===== src/rtl/loader_pkg.sv =====
// loader_pkg: shared defaults and output FSM states for the loader write buffer
package loader_pkg;
  localparam int DEPTH_DEF = 4;
  localparam int ADDR_W_DEF = 22;
  localparam int DATA_W_DEF = 8;
  typedef enum logic {IDLE, ISSUE} state_e;
endpackage


===== src/rtl/loader_fifo.sv =====
// loader_fifo: synchronous FIFO with occupancy count; caller never pushes when full without popping
module loader_fifo #(
  parameter int DEPTH = 4,
  parameter int W = 30,
  localparam int PW = $clog2(DEPTH),
  localparam int LW = PW + 1
) (
  input  logic          clk,
  input  logic          reset,
  input  logic          push,
  input  logic          pop,
  input  logic [W-1:0]  wdata,
  output logic [W-1:0]  rdata,
  output logic          full,
  output logic          empty,
  output logic [LW-1:0] level
);
  logic [W-1:0] mem_q [DEPTH];
  logic [PW-1:0] wr_q, rd_q;
  logic [LW-1:0] cnt_q, cnt_d;
  assign full = cnt_q == LW'(DEPTH);
  assign empty = cnt_q == '0;
  assign rdata = mem_q[rd_q];
  assign level = cnt_q;
  always_comb
    cnt_d = (push && !pop) ? cnt_q + LW'(1) : (pop && !push) ? cnt_q - LW'(1) : cnt_q;
  always_ff @(posedge clk or posedge reset)
    if (reset) begin
      wr_q <= '0;
      rd_q <= '0;
      cnt_q <= '0;
    end else begin
      wr_q <= wr_q + PW'(push);
      rd_q <= rd_q + PW'(pop);
      cnt_q <= cnt_d;
    end
  always_ff @(posedge clk)
    if (push) mem_q[wr_q] <= wdata;
endmodule


===== src/rtl/loader_write_buffer.sv =====
// loader_write_buffer: queues loader writes and issues one per memory slot to SDRAM
module loader_write_buffer
  import loader_pkg::*;
#(
  parameter int DEPTH = DEPTH_DEF,
  parameter int ADDR_W = ADDR_W_DEF,
  parameter int DATA_W = DATA_W_DEF,
  localparam int LW = $clog2(DEPTH) + 1
) (
  input  logic              clk,
  input  logic              reset,
  input  logic              in_write,
  input  logic [ADDR_W-1:0] in_addr,
  input  logic [DATA_W-1:0] in_data,
  input  logic              slot,
  output logic              mem_write,
  output logic [ADDR_W-1:0] mem_addr,
  output logic [DATA_W-1:0] mem_data,
  output logic              wait_req,
  output logic [LW-1:0]     level,
  output logic              overflow
);
  state_e state_q, state_d;
  logic [ADDR_W-1:0] addr_q, addr_d;
  logic [DATA_W-1:0] data_q, data_d;
  logic wait_q, ovf_q, ovf_d;
  logic full, empty, push, pop;
  logic [ADDR_W+DATA_W-1:0] head;
  logic [LW-1:0] fifo_level;
  // a pop frees a slot in the same cycle, so a full FIFO still accepts alongside it
  assign pop = slot & ~empty;
  assign push = in_write & (~full | pop);
  loader_fifo #(.DEPTH(DEPTH), .W(ADDR_W + DATA_W)) u_fifo (
    .clk(clk),
    .reset(reset),
    .push(push),
    .pop(pop),
    .wdata({in_addr, in_data}),
    .rdata(head),
    .full(full),
    .empty(empty),
    .level(fifo_level)
  );
  always_comb begin
    state_d = slot ? (empty ? IDLE : ISSUE) : state_q;
    {addr_d, data_d} = pop ? head : {addr_q, data_q};
    ovf_d = ovf_q | (in_write & full & ~pop);
  end
  always_ff @(posedge clk or posedge reset)
    if (reset) begin
      state_q <= IDLE;
      addr_q <= '0;
      data_q <= '0;
      wait_q <= 1'b0;
      ovf_q <= 1'b0;
    end else begin
      state_q <= state_d;
      addr_q <= addr_d;
      data_q <= data_d;
      wait_q <= fifo_level >= LW'(DEPTH - 1);
      ovf_q <= ovf_d;
    end
  assign mem_write = state_q == ISSUE;
  assign mem_addr = addr_q;
  assign mem_data = data_q;
  assign wait_req = wait_q;
  assign level = fifo_level;
  assign overflow = ovf_q;
endmodule


===== config.mk =====
export PLATFORM = sky130hd
export DESIGN_NAME = loader_write_buffer
export DESIGN_NICKNAME = d
export VERILOG_FILES = /design/src/rtl/loader_pkg.sv /design/src/rtl/loader_fifo.sv /design/src/rtl/loader_write_buffer.sv
export SDC_FILE = /design/constraint.sdc
export NUM_CORES = 1
export LEC_CHECK = 0
export BUFFER_PORTS_ARGS = -buffer_cell sky130_fd_sc_hd__buf_2
export CAP_MARGIN = 10
export CORE_ASPECT_RATIO = 0.6
export CORE_MARGIN = 3
export CORE_UTILIZATION = 50
export DETAILED_ROUTE_END_ITERATION = 7
export GPL_TIMING_DRIVEN = 0
export PLACE_DENSITY = 0.67
export SETUP_SLACK_MARGIN = 0.1
export SLEW_MARGIN = 0
export SYNTH_ARGS = -nofsm -noshare
export SYNTH_HDL_FRONTEND = slang
export SYNTH_SLANG_ARGS = --single-unit

===== constraint.sdc =====
create_clock -name clk -period 4.5 [get_ports clk]
set_input_delay 0.675 -clock clk [delete_from_list [all_inputs] [get_ports clk]]
set_output_delay 0.675 -clock clk [all_outputs]
set_load 0.005 [all_outputs]

==> results.py <==
metrics = {
    "status": {
        "status": "finished, final reports clean",
    },
    "logic_synthesis": {
        "synth.avg_cell_area_um2": 23.2,
        "yosysSeqAreaShare": 0.779,
        "synth_commonest_cells": "120 x edfxtp_1, 40 x dfrtp_1, 31 x mux2_2",
        "syn_area_um2": 5910,
        "ys_warn_count": 0,
        "syn-instance-count": 255,
        "synth_seq_cells": 160,
        "synth-main-ff-cell": "edfxtp_1",
        "yosysTopAreaCell": "edfxtp_1",
        "post-synth-top-area-fraction": 0.609,
        "synthArstFlopShare": 0.250,
        "synth_edf_count": 120,
        "synth_area_leaders": "edfxtp_1 61%, dfrtp_1 17%, mux4_2 11%, mux2_2 5.9%, buf_6 1.1%",
        "yosysMostFrequentCell": "edfxtp_1",
        "synth_fp_nets": 293,
        "yosysUniqueCellTypes": 21,
    },
    "cts": {
        "postCtsSetupBuffers": 0,
        "cts_tree": "built",
        "cts_root_buffer": "clkbuf_16",
        "cts_resized": 0,
        "hold_buffers": 0,
        "clockBufferDepth": 2,
        "cts.sinks": 160,
        "cts_buffers": 17,
        "path_clk_slew_ns": 0.06,
        "cts_max_level": 4,
        "clk_latency_ns": 0.41,
    },
    "setup_path": {
        "crit_buf_inv": 2,
        "crit_path_max_incr_delay_ns": 0.49,
        "slowest_stage": "dfrtp_1",
        "cp_top_family": "simple AND/OR/NAND/NOR gates",
        "crit_path_cell_trace": "nor4b_1 -> nand2b_1 -> inv_1 -> ha_1 -> inv_1 -> fa_1 -> mux2_2",
        "reg2reg_to": "u_fifo.level[1]$_DFFE_PP0P_",
        "worstPathMaxFanout": 6,
        "cp_common_cell": "inv_1",
        "end_kind": "flip-flop",
        "critical_path.startpoint_type": "flip-flop",
        "r2r_setup_slack_ns": 2.11,
        "required_ns": 4.79,
        "crit_arrival_ns": 2.68,
        "reg2regPathDepth": 7,
        "worstReg2RegStart": "u_fifo.level[0]$_DFFE_PP0P_",
        "crit_path_start": "u_fifo.level[0]$_DFFE_PP0P_",
        "crit_type": "flip-flop to flip-flop",
    },
    "drt": {
        "num_vias": 2771,
        "vias_per_cell": 5.27,
        "drtPass1Iterations": 4,
        "ant_nets": 0,
        "wirelength_um": 10300,
        "wl_per_cell_um": 19.6,
        "drc": 0,
        "drtIter0Drc": 180,
    },
    "grt": {
        "grt_start_max_net_pins": 36,
        "grt.total_usage": 0.168,
        "first_global_vias": 2907,
        "antenna_found_initial": 1,
        "grt_pass1_wl_um": 16500,
        "grt-ovfl-total": 0,
    },
    "power_and_ir_drop": {
        "power_leakage_uw": 0.00267,
        "power_uw": 4930,
        "p_per_area_nw_per_um2": 683,
        "peakVddDrop_uv": 393,
    },
    "final_layout": {
        "syn_to_final_growth_pct": 22.1,
        "fillers": 835,
        "seqCellArea_um2": 4600,
        "drive_above_1_share": 0.492,
        "nNetsFinal": 391,
        "stdcell_count": 526,
        "antennaDiodeCount": 0,
        "multi_input_area_um2": 1230,
        "final_area_um2": 7220,
    },
    "placed_design": {
        "dp.cells": 494,
        "numPortBuffers": 69,
        "place_congestion": 0.699,
        "place_hpwl_um": 6670,
        "dpl_worst_slack_ns": 1.87,
        "place_area_um2": 6610,
    },
    "sta": {
        "setup_violations": 0,
        "hold_viol_final": 0,
        "tightest_slew_ns": 0.842,
        "rsz0062_at_grt": "false",
        "hold_slack_ns": 0.149,
        "fmax_mhz": 419,
        "max_slew_margin": 0.438,
        "fin_crit_ns": 2.39,
        "setup_slack_ns": 2.11,
        "period_share": 0.531,
        "slew_viol_final": 0,
        "skew_ns": 0.0106,
    },
    "floorplanning": {
        "fp.dieW_um": 146,
        "io_pins": 70,
        "rows": 30,
        "core_um2": 11400,
        "dieArea_um2": 13200,
        "die_y_um": 90.2,
        "start_util": 0.518,
    },
    "min_path": {
        "hold_class": "primary input to asynchronous set/reset pin",
    },
    "flow_run": {
        "cap_viol_max_count": 0,
    },
}
==> worst register-to-register path, stage by stage, from the launching register on <==
cell      delay, ns
dfrtp_1        0.49
nor4b_1        0.42
nand2b_1       0.30
inv_1          0.12
ha_1           0.22
inv_1          0.07
fa_1           0.40
mux2_2         0.26
==> logic make-up (layout without fill, tap and decap cells) <==
| family | after synthesis | in the layout | share of synthesized area |
|---|---|---|---|
| AO/OA/AOI/OAI | 4 | 4 | 0.00698 |
| XOR/XNOR | 5 | 5 | 0.00740 |
| adder cells (fa/ha/maj) | 4 | 4 | 0.00973 |
| buffers and inverters | 14 | 125 | 0.0165 |
| flip-flops | 160 | 160 | 0.779 |
| multiplexers | 61 | 61 | 0.173 |
| AND/OR/NAND/NOR | 7 | 7 | 0.00762 |
==> layout make-up <==
| class | instances | area share |
|---|---|---|
| inverter | 5 | 0.00260 |
| tap | 160 | 0.0277 |
| clock inverter | 14 | 0.0260 |
| sequential | 160 | 0.638 |
| clock buffer | 18 | 0.0594 |
| timing repair buffer | 79 | 0.0657 |
| buffer | 9 | 0.0109 |
| multi-input combinational | 81 | 0.170 |
==> how the worst max path moves through the flow <==
| stage | slack, ns | end | cells after the start |
|---|---|---|---|
| floorplan | 0.85 | u_fifo.mem_q[1][0]$_DFFE_PP_ | 3 |
| global placement | -1.02 | u_fifo.mem_q[1][12]$_DFFE_PP_ | 4 |
| detailed placement | 1.87 | u_fifo.level[1]$_DFFE_PP0P_ | 8 |
| CTS | 2.10 | u_fifo.level[1]$_DFFE_PP0P_ | 7 |
| global route | 1.93 | u_fifo.level[2]$_DFFE_PP0P_ | 8 |
| finish | 2.11 | u_fifo.level[1]$_DFFE_PP0P_ | 7 |
==> layout by cell type (no fill, tap or decap), drive strengths merged <==
cell type	netlist	routed
edfxtp	120	120
buf	8	87
dfrtp	40	40
mux2	31	31
mux4	30	30
clkbuf	1	19
inv	5	8
clkinv	0	6
xor2	4	4
bufinv	0	4
ha	3	3
nor3b	2	2
a21o	2	2
o31ai	1	1
xnor2	1	1
nor4b	1	1
nand2b	1	1
and3	1	1
nor3	1	1
nor2	1	1
o21ai	1	1
fa	1	1
clkinvlp	0	1
==> per-layer routing <==
| layer | global-route usage | vias up | wire, um |
|---|---|---|---|
| li1 | - | 1227 | - |
| met1 | 0.246 | 1440 | 4730 |
| met2 | 0.243 | 90 | 4720 |
| met3 | 0.0534 | 12 | 720 |
| met4 | 0.0563 | 2 | 114 |
| met5 | 0 | - | 11 |
==> flip-flops by register name (all words and copies together), names as in the netlist <==
register      flops
u_fifo.rd_q       2
mem_data          8
mem_write         1
u_fifo.level      3
mem_addr         22
overflow          1
u_fifo.wr_q       2
wait_req          1
u_fifo.mem_q    120
==> through the flow <==
step,TNS [ns],utilization
detailed placement,0,0.579
floorplan,0,-
finish,0,0.633
global route,0,0.633
CTS,0,0.633
global placement,-80.88,0.566
==> power breakdown <==
group	internal [uW]	switching, uW	leakage [uW]
combinational	699	562	0.000804
clock	929	552	0.000298
sequential	2020	177	0.00157
No activity file was read; power rests on OpenSTA's default activity.
